## src/rtl/hazard_pkg.sv

```systemverilog
// Shared types and constants for the hazard/forwarding controller and the core
// datapath's EX-stage operand mux selects.
package hazard_pkg;

  localparam logic [1:0] FWD_RF  = 2'b00;
  localparam logic [1:0] FWD_WB  = 2'b01;
  localparam logic [1:0] FWD_MEM = 2'b10;

  // Register index width carried in a pipeline slot; matches RV32I's 32 registers.
  localparam int SLOT_AW = 5;

  typedef struct packed {
    logic               valid;
    logic [SLOT_AW-1:0] rd;
    logic               regwrite;
    logic               memread;
  } slot_t;

  // A slot produces a forwardable result; x0 is hard-wired and never forwarded.
  function automatic logic slot_writing(slot_t s);
    return s.valid && s.regwrite && (s.rd != '0);
  endfunction

endpackage

```

## src/rtl/fwd_select.sv

```systemverilog
// Per-operand forwarding comparator: picks the youngest in-flight producer of rs.
module fwd_select
  import hazard_pkg::*;
(
  input  logic [SLOT_AW-1:0] rs_i,
  input  logic               use_rs_i,
  input  slot_t              mem_i,
  input  slot_t              wb_i,
  output logic [1:0]         sel_o
);

  // NOTE: assigning a default first in always_comb guarantees no latch is inferred.
  always_comb begin
    sel_o = FWD_RF;
    if (use_rs_i && slot_writing(mem_i) && (mem_i.rd == rs_i)) begin
      sel_o = FWD_MEM;
    end else if (use_rs_i && slot_writing(wb_i) && (wb_i.rd == rs_i)) begin
      sel_o = FWD_WB;
    end
  end

endmodule

```

## src/rtl/hazard_fwd_unit.sv

```systemverilog
// Hazard and forwarding controller for the 5-stage RV32I pipeline: tracks EX/MEM/WB
// destination state, drives operand mux selects, and inserts load-use stalls.
module hazard_fwd_unit
  import hazard_pkg::*;
#(
  parameter int REG_AW = SLOT_AW,
  parameter int CNT_W  = 32
) (
  input  logic              clk,
  input  logic              rst,
  input  logic              id_valid,
  input  logic [REG_AW-1:0] id_rs1,
  input  logic [REG_AW-1:0] id_rs2,
  input  logic              id_use_rs1,
  input  logic              id_use_rs2,
  input  logic [REG_AW-1:0] id_rd,
  input  logic              id_regwrite,
  input  logic              id_memread,
  input  logic              flush,
  output logic [1:0]        fwd_a,
  output logic [1:0]        fwd_b,
  output logic              stall,
  output logic              bubble,
  output logic [CNT_W-1:0]  stall_cnt
);

  slot_t              ex_q, ex_d, mem_q, wb_q;
  logic [REG_AW-1:0]  ex_rs1_q, ex_rs1_d, ex_rs2_q, ex_rs2_d;
  logic               ex_use_rs1_q, ex_use_rs1_d, ex_use_rs2_q, ex_use_rs2_d;
  logic [CNT_W-1:0]   stall_cnt_q, stall_cnt_d;
  logic               rs1_hit, rs2_hit;

  // Load-use: the ID instruction needs a value the load in EX has not fetched yet.
  assign rs1_hit = id_use_rs1 && (id_rs1 == ex_q.rd);
  assign rs2_hit = id_use_rs2 && (id_rs2 == ex_q.rd);
  assign stall   = !flush && id_valid && ex_q.valid && ex_q.memread &&
                   (ex_q.rd != '0) && (rs1_hit || rs2_hit);
  assign bubble  = stall || flush;

  // A bubble clears the use flags too, so an empty EX slot never requests forwarding.
  always_comb begin
    ex_d         = '0;
    ex_rs1_d     = '0;
    ex_rs2_d     = '0;
    ex_use_rs1_d = 1'b0;
    ex_use_rs2_d = 1'b0;
    if (id_valid && !bubble) begin
      ex_d.valid    = 1'b1;
      ex_d.rd       = id_rd;
      ex_d.regwrite = id_regwrite;
      ex_d.memread  = id_memread;
      ex_rs1_d      = id_rs1;
      ex_rs2_d      = id_rs2;
      ex_use_rs1_d  = id_use_rs1;
      ex_use_rs2_d  = id_use_rs2;
    end
  end

  assign stall_cnt_d = (stall && (stall_cnt_q != '1)) ? stall_cnt_q + 1'b1 : stall_cnt_q;

  // NOTE: sequential state uses non-blocking assignments so every register samples
  // pre-edge values, letting MEM <- EX and WB <- MEM shift correctly in one edge.
  always_ff @(posedge clk) begin
    if (rst) begin
      ex_q         <= '0;
      mem_q        <= '0;
      wb_q         <= '0;
      ex_rs1_q     <= '0;
      ex_rs2_q     <= '0;
      ex_use_rs1_q <= 1'b0;
      ex_use_rs2_q <= 1'b0;
      stall_cnt_q  <= '0;
    end else begin
      ex_q         <= ex_d;
      mem_q        <= ex_q;
      wb_q         <= mem_q;
      ex_rs1_q     <= ex_rs1_d;
      ex_rs2_q     <= ex_rs2_d;
      ex_use_rs1_q <= ex_use_rs1_d;
      ex_use_rs2_q <= ex_use_rs2_d;
      stall_cnt_q  <= stall_cnt_d;
    end
  end

  assign stall_cnt = stall_cnt_q;

  fwd_select u_fwd_a (
    .rs_i     (ex_rs1_q),
    .use_rs_i (ex_use_rs1_q),
    .mem_i    (mem_q),
    .wb_i     (wb_q),
    .sel_o    (fwd_a)
  );

  fwd_select u_fwd_b (
    .rs_i     (ex_rs2_q),
    .use_rs_i (ex_use_rs2_q),
    .mem_i    (mem_q),
    .wb_i     (wb_q),
    .sel_o    (fwd_b)
  );

endmodule

```

## config.mk

```make
export PLATFORM = sky130hd
export DESIGN_NAME = hazard_fwd_unit
export DESIGN_NICKNAME = d
export VERILOG_FILES = /design/src/rtl/hazard_pkg.sv /design/src/rtl/fwd_select.sv /design/src/rtl/hazard_fwd_unit.sv
export SDC_FILE = /design/constraint.sdc
export NUM_CORES = 1
export LEC_CHECK = 0
export BUFFER_PORTS_ARGS = -buffer_cell sky130_fd_sc_hd__clkbuf_2
export CAP_MARGIN = 20
export CORE_ASPECT_RATIO = 0.6
export CORE_UTILIZATION = 59
export DETAILED_ROUTE_END_ITERATION = 12
export HOLD_SLACK_MARGIN = 0.03
export PLACE_DENSITY = 0.85
export RECOVER_POWER = 100
export SYNTH_ARGS = -nofsm -noshare
export SYNTH_HDL_FRONTEND = slang
export SYNTH_SLANG_ARGS = --single-unit
```

## constraint.sdc

```tcl
create_clock -name clk -period 4.2 [get_ports clk]
set_clock_uncertainty 0.1 [all_clocks]
set_input_delay 0.84 -clock clk [delete_from_list [all_inputs] [get_ports clk]]
set_output_delay 0.84 -clock clk [all_outputs]
set_load 0.05 [all_outputs]
```

; ---- Word-level counts from Yosys, hierarchy flattened
; Cells that the tools add are included.
[totals]
ff_bits = 66
input_bits = 23
out_inout_bits = 38
word_cells = 58
[classes]
n_addsub = 1
eq_ne = 7
n_mux = 5
bitwise = 1
n_reduce_logical = 29
[ops]
columns = op, count
row1 = adder 32 x 1 -> 32 bit (second input constant), 1
row2 = inequality test 32 bit (second input constant), 1
row3 = == test 5 bit, 6
row4 = logical AND 1 bit, 21
row5 = nonzero test 5 bit, 3
row6 = two-way mux 8 bit, 1
row7 = two-way mux 2 bit, 2
row8 = zero test 1 bit, 2
row9 = logical OR 1 bit, 2
row10 = two-way mux 1 bit, 2
row11 = OR reduction 2 bit, 1
row12 = inverter 1 bit, 1

; ---- Depth between registers and ports, before layout
; Gate-level depths: netlist (run 1).
[logic_depth]
ltp_word = 11
ltp_mapped = 9
depth_no_buf = 7

; ---- Hierarchy
; A second synthesis (run 1) with hierarchy kept.
[unflattened]
hier_cells = 344
area_unflattened_um2 = 3134.3
[by_module_without_submodules]
columns = module, instances, cells_per_inst, area_each_um2, seq_area_each_um2
row1 = hazard_fwd_unit, 1, 298, 2798.9, 1361.3
row2 = fwd_select, 2, 23, 167.7, 0.0

; ---- Worst setup path after synthesis (run 1)
; Ideal clock, no wire load.
[synth_path]
kind = flip-flop to output port
start = reg mem_q[2] in the netlist's numbering
end = out fwd_b[0]
t_arrival_ns = 2.458
t_required_ns = 3.260
slack_ns = 0.802
path_stages_with_launch = 5
n_path_buf = 0
path_cell_list = dfxtp_1 or4_1 o211ai_1 nor3_1 nor3_1
[synth_between]
elab_chain_len = 5
word_cells_on_any_way = 6
classes_between = 1 x eq/ne / 1 x mux / 4 x reduce/logical
[synth_lines]
columns = item, line
row1 = start: declaration, hazard_fwd_unit.sv:27  ; slot_t ex_q, ex_d, mem_q, wb_q;
row2 = start signal: assignment, hazard_fwd_unit.sv:75  ; mem_q <= ex_q;
row3 = nonzero test 5 bit, hazard_pkg.sv:21  ; return s.valid && s.regwrite && (s.rd != '0);
row4 = logical AND 1 bit, hazard_pkg.sv:21
row5 = logical AND 1 bit, fwd_select.sv:15  ; if (use_rs_i && slot_writing(mem_i) && (mem_i.rd == rs_i)) begin
row6 = logical AND 1 bit (*), fwd_select.sv:15
row7 = two-way mux 2 bit (*), fwd_select.sv:15
row8 = end: declaration, hazard_fwd_unit.sv:21  ; output logic [1:0] fwd_b,
; Mark *: on every way between the ends. The rest lies on a longest branch, timed or not.

; ---- Worst setup path in the final report (run 1)
[layout_path]
start = in id_rs2[1]
end = out bubble
[layout_between]
elab_chain_len = 5
[layout_lines]
columns = item, line
row1 = start: declaration, hazard_fwd_unit.sv:13  ; input logic [REG_AW-1:0] id_rs2,
row2 = == test 5 bit, hazard_fwd_unit.sv:35  ; assign rs2_hit = id_use_rs2 && (id_rs2 == ex_q.rd);
row3 = logical AND 1 bit, hazard_fwd_unit.sv:35
row4 = logical OR 1 bit, hazard_fwd_unit.sv:37  ; (ex_q.rd != '0) && (rs1_hit || rs2_hit);
row5 = logical AND 1 bit, hazard_fwd_unit.sv:37
row6 = logical OR 1 bit, hazard_fwd_unit.sv:38  ; assign bubble = stall || flush;
row7 = end: declaration, hazard_fwd_unit.sv:23  ; output logic bubble,
; No other way between the ends.

==> impl_metrics.py, run 1 <==
metrics = {
    "synthesis": {
        "synth.cells.most_frequent": "sky130_fd_sc_hd__dfxtp_1 (66), sky130_fd_sc_hd__xnor2_1 (23), sky130_fd_sc_hd__a21oi_1 (21), sky130_fd_sc_hd__and2_1 (21), sky130_fd_sc_hd__nand2_1 (20)",
        "post-synth-top-area-fraction_pct": 43.74,
        "async_reset_ff_share_pct": 0,
        "synth-main-ff-cell": "sky130_fd_sc_hd__dfxtp_1",
        "synth_cell_types": 40,
        "synthDominantAreaCellType": "sky130_fd_sc_hd__dfxtp_1",
        "syn_avg_cell_area_um2": 9.016,
        "synth-seq-area-share_pct": 43.74,
        "syn_nets": 359,
        "top_post_synthesis_cells_by_area": "sky130_fd_sc_hd__dfxtp_1 (44%), sky130_fd_sc_hd__xnor2_1 (6.7%), sky130_fd_sc_hd__and2_1 (4.3%)",
        "synthesis.yosys.warnings": 0,
        "postSynthRegisterBits": 66,
        "synth.most_common_cell": "sky130_fd_sc_hd__dfxtp_1",
        "synth-edff-count": 0,
        "syn-instance-count": 335,
        "post_synth_instance_area_um2": 3020,
    },
    "critical_path": {
        "crit_top_cell": "sky130_fd_sc_hd__clkbuf_1",
        "reg2reg_depth": 6,
        "critPathRequiredTime_ns": 3.26,
        "cp_max_fo": 9,
        "criticalPathCategory": "input pin to primary output",
        "cp_data_arrival_time_ns": 2.46,
        "r2r-end": "stall_cnt[21]",
        "r2r_setup_slack_ns": 1.31,
        "worst_setup_path_end_kind": "primary output",
        "startpoint_type": "input pin",
        "worstPathBufferInverterCount": 2,
        "crit-reg2reg-launch": "stall_cnt[3]",
        "cpMaxStageDelayCell": "sky130_fd_sc_hd__clkbuf_1",
        "dominant_delay_contributor_by_cell_family_on_the_critical_path": "buffers and inverters",
        "critical_path.max_stage_delay_ns": 0.47,
        "timing.critical_path.cells": "clkbuf_1 > xnor2_1 > nand4_1 > o22ai_1 > nand2_1 > nand2b_1 > clkbuf_1",
    },
    "sta": {
        "slew_headroom_pct": 19.41,
        "finalHoldViolations": 0,
        "grt_setup_unrepaired": "false",
        "setup_ws_ns": 0.7970,
        "maxSlewViolCount": 0,
        "shortest_period_the_worst_path_allows_ns": 3.403,
        "max_freq_mhz": 293.9,
        "finalSetupViolations": 0,
        "aggregate_negative_setup_slack_ns": 0,
        "worst_slew_pin_slew_ns": 1.209,
        "fin_hold_ws_ns": 0.3405,
        "finalCritPeriodShare_pct": 81.02,
    },
    "finish": {
        "antenna_cells_inserted": 0,
        "post_route_cells_drive_above_1_share_pct": 11.75,
        "area_growth_syn_to_layout_pct": 15.12,
        "nNetsFinal": 419,
    },
    "global_routing": {
        "grtUsageMet1_pct": 42.20,
        "grt_max_degree": 29,
        "all_layer_gr_usage_pct": 28.35,
        "global_route_overflow": 0,
        "via_count_of_the_first_global_routing_pass": 2345,
        "grt_pass1_wl_mm": 11.41,
        "global_route.usage.met3_pct": 10.40,
        "grt_antenna_before_repair": 0,
        "met2_usage_pct": 38.10,
        "gr-max-usage-layer": "met1",
    },
    "clock_tree": {
        "cts.sink_count": 66,
        "clock_insertion_delay_worst_skew_ns": 0.35,
        "cts_post_setup_buffers_inserted": 0,
        "cts.path.max_buffers": 2,
        "htree_num_levels": 3,
        "root_buffer": "sky130_fd_sc_hd__clkbuf_8",
        "cts_resized": 0,
        "worst_setup_hold_path_clk_slew_ns": 0.07,
        "ctsHoldBuffers": 0,
        "tritoncts": "done",
        "cts-buffers-inserted": 9,
    },
    "placement": {
        "portBuffers": 60,
        "dp.final_hpwl_mm": 5.177,
        "placement.setup.worst_slack_ns": 1.084,
        "routabilityCongestion": 0.8932,
    },
    "run": {
        "drv_cap": 0,
    },
    "die": {
        "die_x_um": 94.37,
        "dieHeight_um": 57.42,
        "initial_utilization_pct": 63.85,
        "die-area_um2": 5419,
        "rows": 19,
        "coreArea_um2": 4731,
        "i_o_pin_cnt": 61,
    },
    "routing": {
        "detail_route.wl_per_cell_um": 15.55,
        "vias": 2706,
        "drt_pass1_iterations": 5,
        "dr.first_iter.drc_count": 174,
        "route.detailed.drc": 0,
        "detail_route.wirelength_mm": 7.199,
        "residual_antenna_violating_net_count_after_detailed_routing": 0,
        "drt-vias-per-instance": 5.844,
    },
    "worst_hold_path": {
        "hold_start": "ex_q[1]",
        "worstHoldPathCells": 1,
        "worstHoldEndpoint": "mem_q[1]",
        "worstHoldPathType": "flip-flop to flip-flop",
    },
    "power_and_ir_drop": {
        "power.density_nw_per_um2": 349.4,
        "ir_drop_mv": 0.2620,
        "cellLeakagePower_nw": 1.247,
        "report.power.total_mw": 1.215,
    },
    "status": {
        "status": "completed",
    },
}
## area by class of cell
class	count	area, µm²
Clock buffer	9	123.9
Tap cell	63	78.83
Multi-Input combinational cell	251	1607
Sequential cell	66	1321
Fill cell	371	1254
Inverter	5	18.77
Timing Repair Buffer	62	257.7
Clock inverter	7	70.07
## placed cells by master (no fill, tap or decap), types with 5 or more instances in the layout
cell,synthesis,final
sky130_fd_sc_hd__nand4_1,14,14
sky130_fd_sc_hd__clkbuf_2,0,20
sky130_fd_sc_hd__or3_1,14,14
sky130_fd_sc_hd__clkbuf_1,9,42
sky130_fd_sc_hd__inv_1,5,5
sky130_fd_sc_hd__nor2_1,16,16
sky130_fd_sc_hd__xor2_1,9,9
sky130_fd_sc_hd__nor2b_1,19,19
sky130_fd_sc_hd__and2_1,21,9
sky130_fd_sc_hd__o31ai_1,7,7
sky130_fd_sc_hd__and2_0,0,12
sky130_fd_sc_hd__or4_1,11,11
sky130_fd_sc_hd__nor3_1,11,11
sky130_fd_sc_hd__clkbuf_8,0,9
sky130_fd_sc_hd__nand2_1,20,20
sky130_fd_sc_hd__nand3_1,17,18
sky130_fd_sc_hd__mux2_2,5,5
sky130_fd_sc_hd__xnor2_1,23,23
sky130_fd_sc_hd__dfxtp_1,66,66
sky130_fd_sc_hd__o21ai_0,14,14
sky130_fd_sc_hd__a21oi_1,21,21
## metal layers
metal,wire length [µm],share of wire [%]
met1,3647,51
met2,2893,40
met3,592,8.2
met4,65,0.90
met5,0,0
## sequential cells by signal (all words and copies together), names as in the netlist
| register | flops |
|---|---|
| wb_q | 7 |
| ex_rs2_q | 5 |
| ex_use_rs1_q | 1 |
| ex_use_rs2_q | 1 |
| ex_q | 8 |
| ex_rs1_q | 5 |
| mem_q | 7 |
| stall_cnt | 32 |
## how the worst max path moves through the flow
stage	start	to	slack, ns	depth (start not counted)
6_report	id_rs2[1]	bubble	0.80	7
3_5_place_dp	id_rs2[1]	stall_cnt[11]	1.08	7
2_1_floorplan	mem_q[2]	fwd_b[0]	0.80	4
3_3_place_gp	id_rs2[3]	bubble	1.18	7
5_1_grt	id_rs2[1]	bubble	0.62	7
4_1_cts	id_rs2[1]	bubble	1.10	7
## per-stage QoR
step / cell area (µm²) / instances / util [%]
floorplan: 3020 / 335 / -
global placement: 3358 / 447 / 70.99
detailed placement: 3358 / 447 / 70.99
CTS: 3552 / 463 / 75.09
global route: 3477 / 463 / 73.50
finish: 3477 / 463 / 73.50
## logic make-up (layout without fill, tap and decap cells)
group	after synthesis	in the layout	share of synthesized area, %
AO/OA/AOI/OAI	50	50	10.02
XOR/XNOR	32	32	9.279
adder cells (fa/ha/maj)	1	1	0.4142
buffers and inverters	18	83	2.693
flip-flops	66	66	43.74
multiplexers	6	6	2.195
AND/OR/NAND/NOR	162	162	31.65
## power breakdown
group / internal (mW) / switching (mW)
Clock: 0.272 / 0.250
Sequential: 0.633 / 0.00797
Combinational: 0.0244 / 0.0273
(Power assumes the default switching activity.)
==> inputs of run 2 (changes only) <==
CORE_UTILIZATION = 49   (was 59)
PLACE_DENSITY = 0.75   (was 0.85)
clock period = 2.75 ns   (was 4.2 ns; I/O delays follow)
==> run 2 against run 1 <==
Compared with the run above: via count rose by 1.1%; non-clock buffer count rose by 8; first-iteration DRC count rose by 2.9%; sequential share of layout area fell by 1.4 points; total power rose by 69%; largest cell class unchanged.
==> impl_metrics.py, run 2 (same netlist as run 1, synthesis figures left out) <==
metrics = {
    "routing": {
        "drt_pass1_iterations": 5,
        "dr.first_iter.drc_count": 179,
        "drt-vias-per-instance": 5.620,
        "detail_route.wirelength_mm": 7.420,
        "route.detailed.drc": 0,
        "vias": 2737,
        "residual_antenna_violating_net_count_after_detailed_routing": 0,
        "detail_route.wl_per_cell_um": 15.24,
    },
    "die": {
        "i_o_pin_cnt": 61,
        "initial_utilization_pct": 52.49,
        "dieHeight_um": 62.82,
        "die_x_um": 103.4,
        "die-area_um2": 6493,
        "coreArea_um2": 5754,
        "rows": 21,
    },
    "sta": {
        "finalSetupViolations": 0,
        "fin_hold_ws_ns": 0.2973,
        "finalHoldViolations": 0,
        "max_freq_mhz": 374.1,
        "shortest_period_the_worst_path_allows_ns": 2.673,
        "grt_setup_unrepaired": "true",
        "aggregate_negative_setup_slack_ns": 0,
        "finalCritPeriodShare_pct": 97.21,
        "maxSlewViolCount": 0,
        "slew_headroom_pct": 24.72,
        "worst_slew_pin_slew_ns": 1.129,
    },
    "global_routing": {
        "via_count_of_the_first_global_routing_pass": 2407,
        "grt_max_degree": 29,
        "grt_pass1_wl_mm": 11.95,
        "all_layer_gr_usage_pct": 24.83,
        "global_route_overflow": 0,
        "grt_antenna_before_repair": 0,
    },
    "power_and_ir_drop": {
        "clkPwrFrac_pct": 48.3,
        "power.share.switching_pct": 20.81,
        "report.power.total_mw": 2.052,
        "net_switching_component_of_the_power_mw": 0.4272,
        "power.density_nw_per_um2": 565.4,
        "power_frac_comb_pct": 4.2,
        "ir_drop_mv": 0.2991,
        "power_frac_seq_pct": 47.6,
        "cell_internal_pwr_mw": 1.625,
        "cellLeakagePower_nw": 1.313,
    },
    "critical_path": {
        "critPathRequiredTime_ns": 2.10,
        "cp_data_arrival_time_ns": 2.02,
        "timing.critical_path.cells": "or4_4 > o211ai_1 > nor3_2 > nor3_1 > buf_4",
        "criticalPathCategory": "flip-flop to primary output",
        "worst_setup_path_end_kind": "primary output",
        "cp_max_fo": 3,
        "worstPathBufferInverterCount": 1,
        "dominant_delay_contributor_by_cell_family_on_the_critical_path": "simple AND/OR/NAND/NOR gates",
        "cpMaxStageDelayCell": "sky130_fd_sc_hd__or4_4",
        "critical_path.max_stage_delay_ns": 0.53,
        "startpoint_type": "flip-flop",
    },
    "status": {
        "status": "completed",
    },
    "clock_tree": {
        "tritoncts": "done",
        "root_buffer": "sky130_fd_sc_hd__clkbuf_8",
        "cts.sink_count": 66,
        "ctsHoldBuffers": 0,
        "cts-buffers-inserted": 9,
        "worst_setup_hold_path_clk_slew_ns": 0.07,
        "htree_num_levels": 3,
        "clock_insertion_delay_worst_skew_ns": 0.35,
        "cts.path.max_buffers": 2,
    },
    "finish": {
        "nNetsFinal": 427,
        "post_route_cells_drive_above_1_share_pct": 16.22,
        "utilization_pct": 63.08,
        "final_cell_mix": "sky130_fd_sc_hd__dfxtp_1 (64), sky130_fd_sc_hd__clkbuf_1 (36), sky130_fd_sc_hd__clkbuf_2 (26), sky130_fd_sc_hd__xnor2_1 (23), sky130_fd_sc_hd__a21oi_1 (21)",
        "layout_commonest_cell": "sky130_fd_sc_hd__dfxtp_1",
        "area_growth_syn_to_layout_pct": 20.17,
        "final-instance-count-excl-fill": 487,
        "largest_register_ff_count": 32,
        "filler_cell_count": 531,
        "antenna_cells_inserted": 0,
    },
    "placement": {
        "portBuffers": 60,
        "placed_cells_incl_taps": 470,
        "dp.final_hpwl_mm": 5.420,
        "routabilityCongestion": 0.8403,
    },
    "run": {
        "drv_cap": 0,
    },
    "worst_hold_path": {
        "worstHoldPathType": "input pin to flip-flop",
    },
}
==> run 2: cell types whose count changed in the layout (fill, tap and decap cells not counted), sizes merged <==
cell    delta
buf        +7
clkinv     -4
clkbuf     +2
bufinv     +2
==> run 2: path summary, 6_finish.rpt <==
check           startpoint             to  slack [ns]  depth (start not counted)
max reg2reg  stall_cnt[13]  stall_cnt[26]        0.25                          7
min               id_rd[1]        ex_q[3]        0.30                          2
min reg2reg        ex_q[1]       mem_q[1]        0.36                          1
max               mem_q[5]       fwd_b[0]        0.08                          5
==> run 2: per-stage QoR <==
stage	worst slack, ns	area [µm²]
after floorplan	-0.2694	3035
after global routing	-0.03298	3630
after CTS	0.04094	3682
final	0.07669	3630
after global placement	0.2735	3440
after detailed placement	0.2147	3440
==> run 2: routing by layer <==
| metal | track usage, % | part of all wire (%) | vias to the layer above |
|---|---|---|---|
| li1 | - | - | 1327 |
| met1 | 37.19 | 51 | 1276 |
| met2 | 32.62 | 40 | 124 |
| met3 | 8.949 | 8.2 | 10 |
| met4 | 7.218 | 1.2 | 0 |
| met5 | 0 | 0 | - |
==> run 2: cell type report <==
| type | instances | area, µm² | share of cell area, % |
|---|---|---|---|
| Inverter | 5 | 18.77 | 0.5171 |
| Sequential cell | 66 | 1329 | 36.61 |
| Clock inverter | 5 | 102.6 | 2.827 |
| Multi-Input combinational cell | 251 | 1617 | 44.54 |
| Clock buffer | 10 | 137.6 | 3.792 |
| Tap cell | 80 | 100.1 | 2.758 |
| Timing Repair Buffer | 70 | 325.3 | 8.962 |
==> run 2: power groups by stage <==
stage	combinational [mW]	clock, mW	sequential (mW)
after floorplan	0.0531	0	0.996
after global placement	0.0825	0	0.999
after detailed placement	0.0857	0	0.999
after CTS	0.0857	1.00	0.977
after global routing	0.0953	1.06	0.977
final	0.0855	0.991	0.976
==> run 2: timing repair <==
item	4_1_cts	5_1_grt
pin swaps	0	4
endpoints found under the setup margin	1	3
buffers inserted	0	2
resized for setup	1	9
==> run 2: worst register-to-register path, stage by stage (launching register included) <==
cell and delay, ns:
sky130_fd_sc_hd__dfxtp_1 0.46, sky130_fd_sc_hd__nand4_1 0.25, sky130_fd_sc_hd__nor4_1 0.45, sky130_fd_sc_hd__nand3_1 0.19, sky130_fd_sc_hd__nand3_1 0.32, sky130_fd_sc_hd__clkbuf_2 0.35
sky130_fd_sc_hd__or3_1 0.17, sky130_fd_sc_hd__a21oi_1 0.06
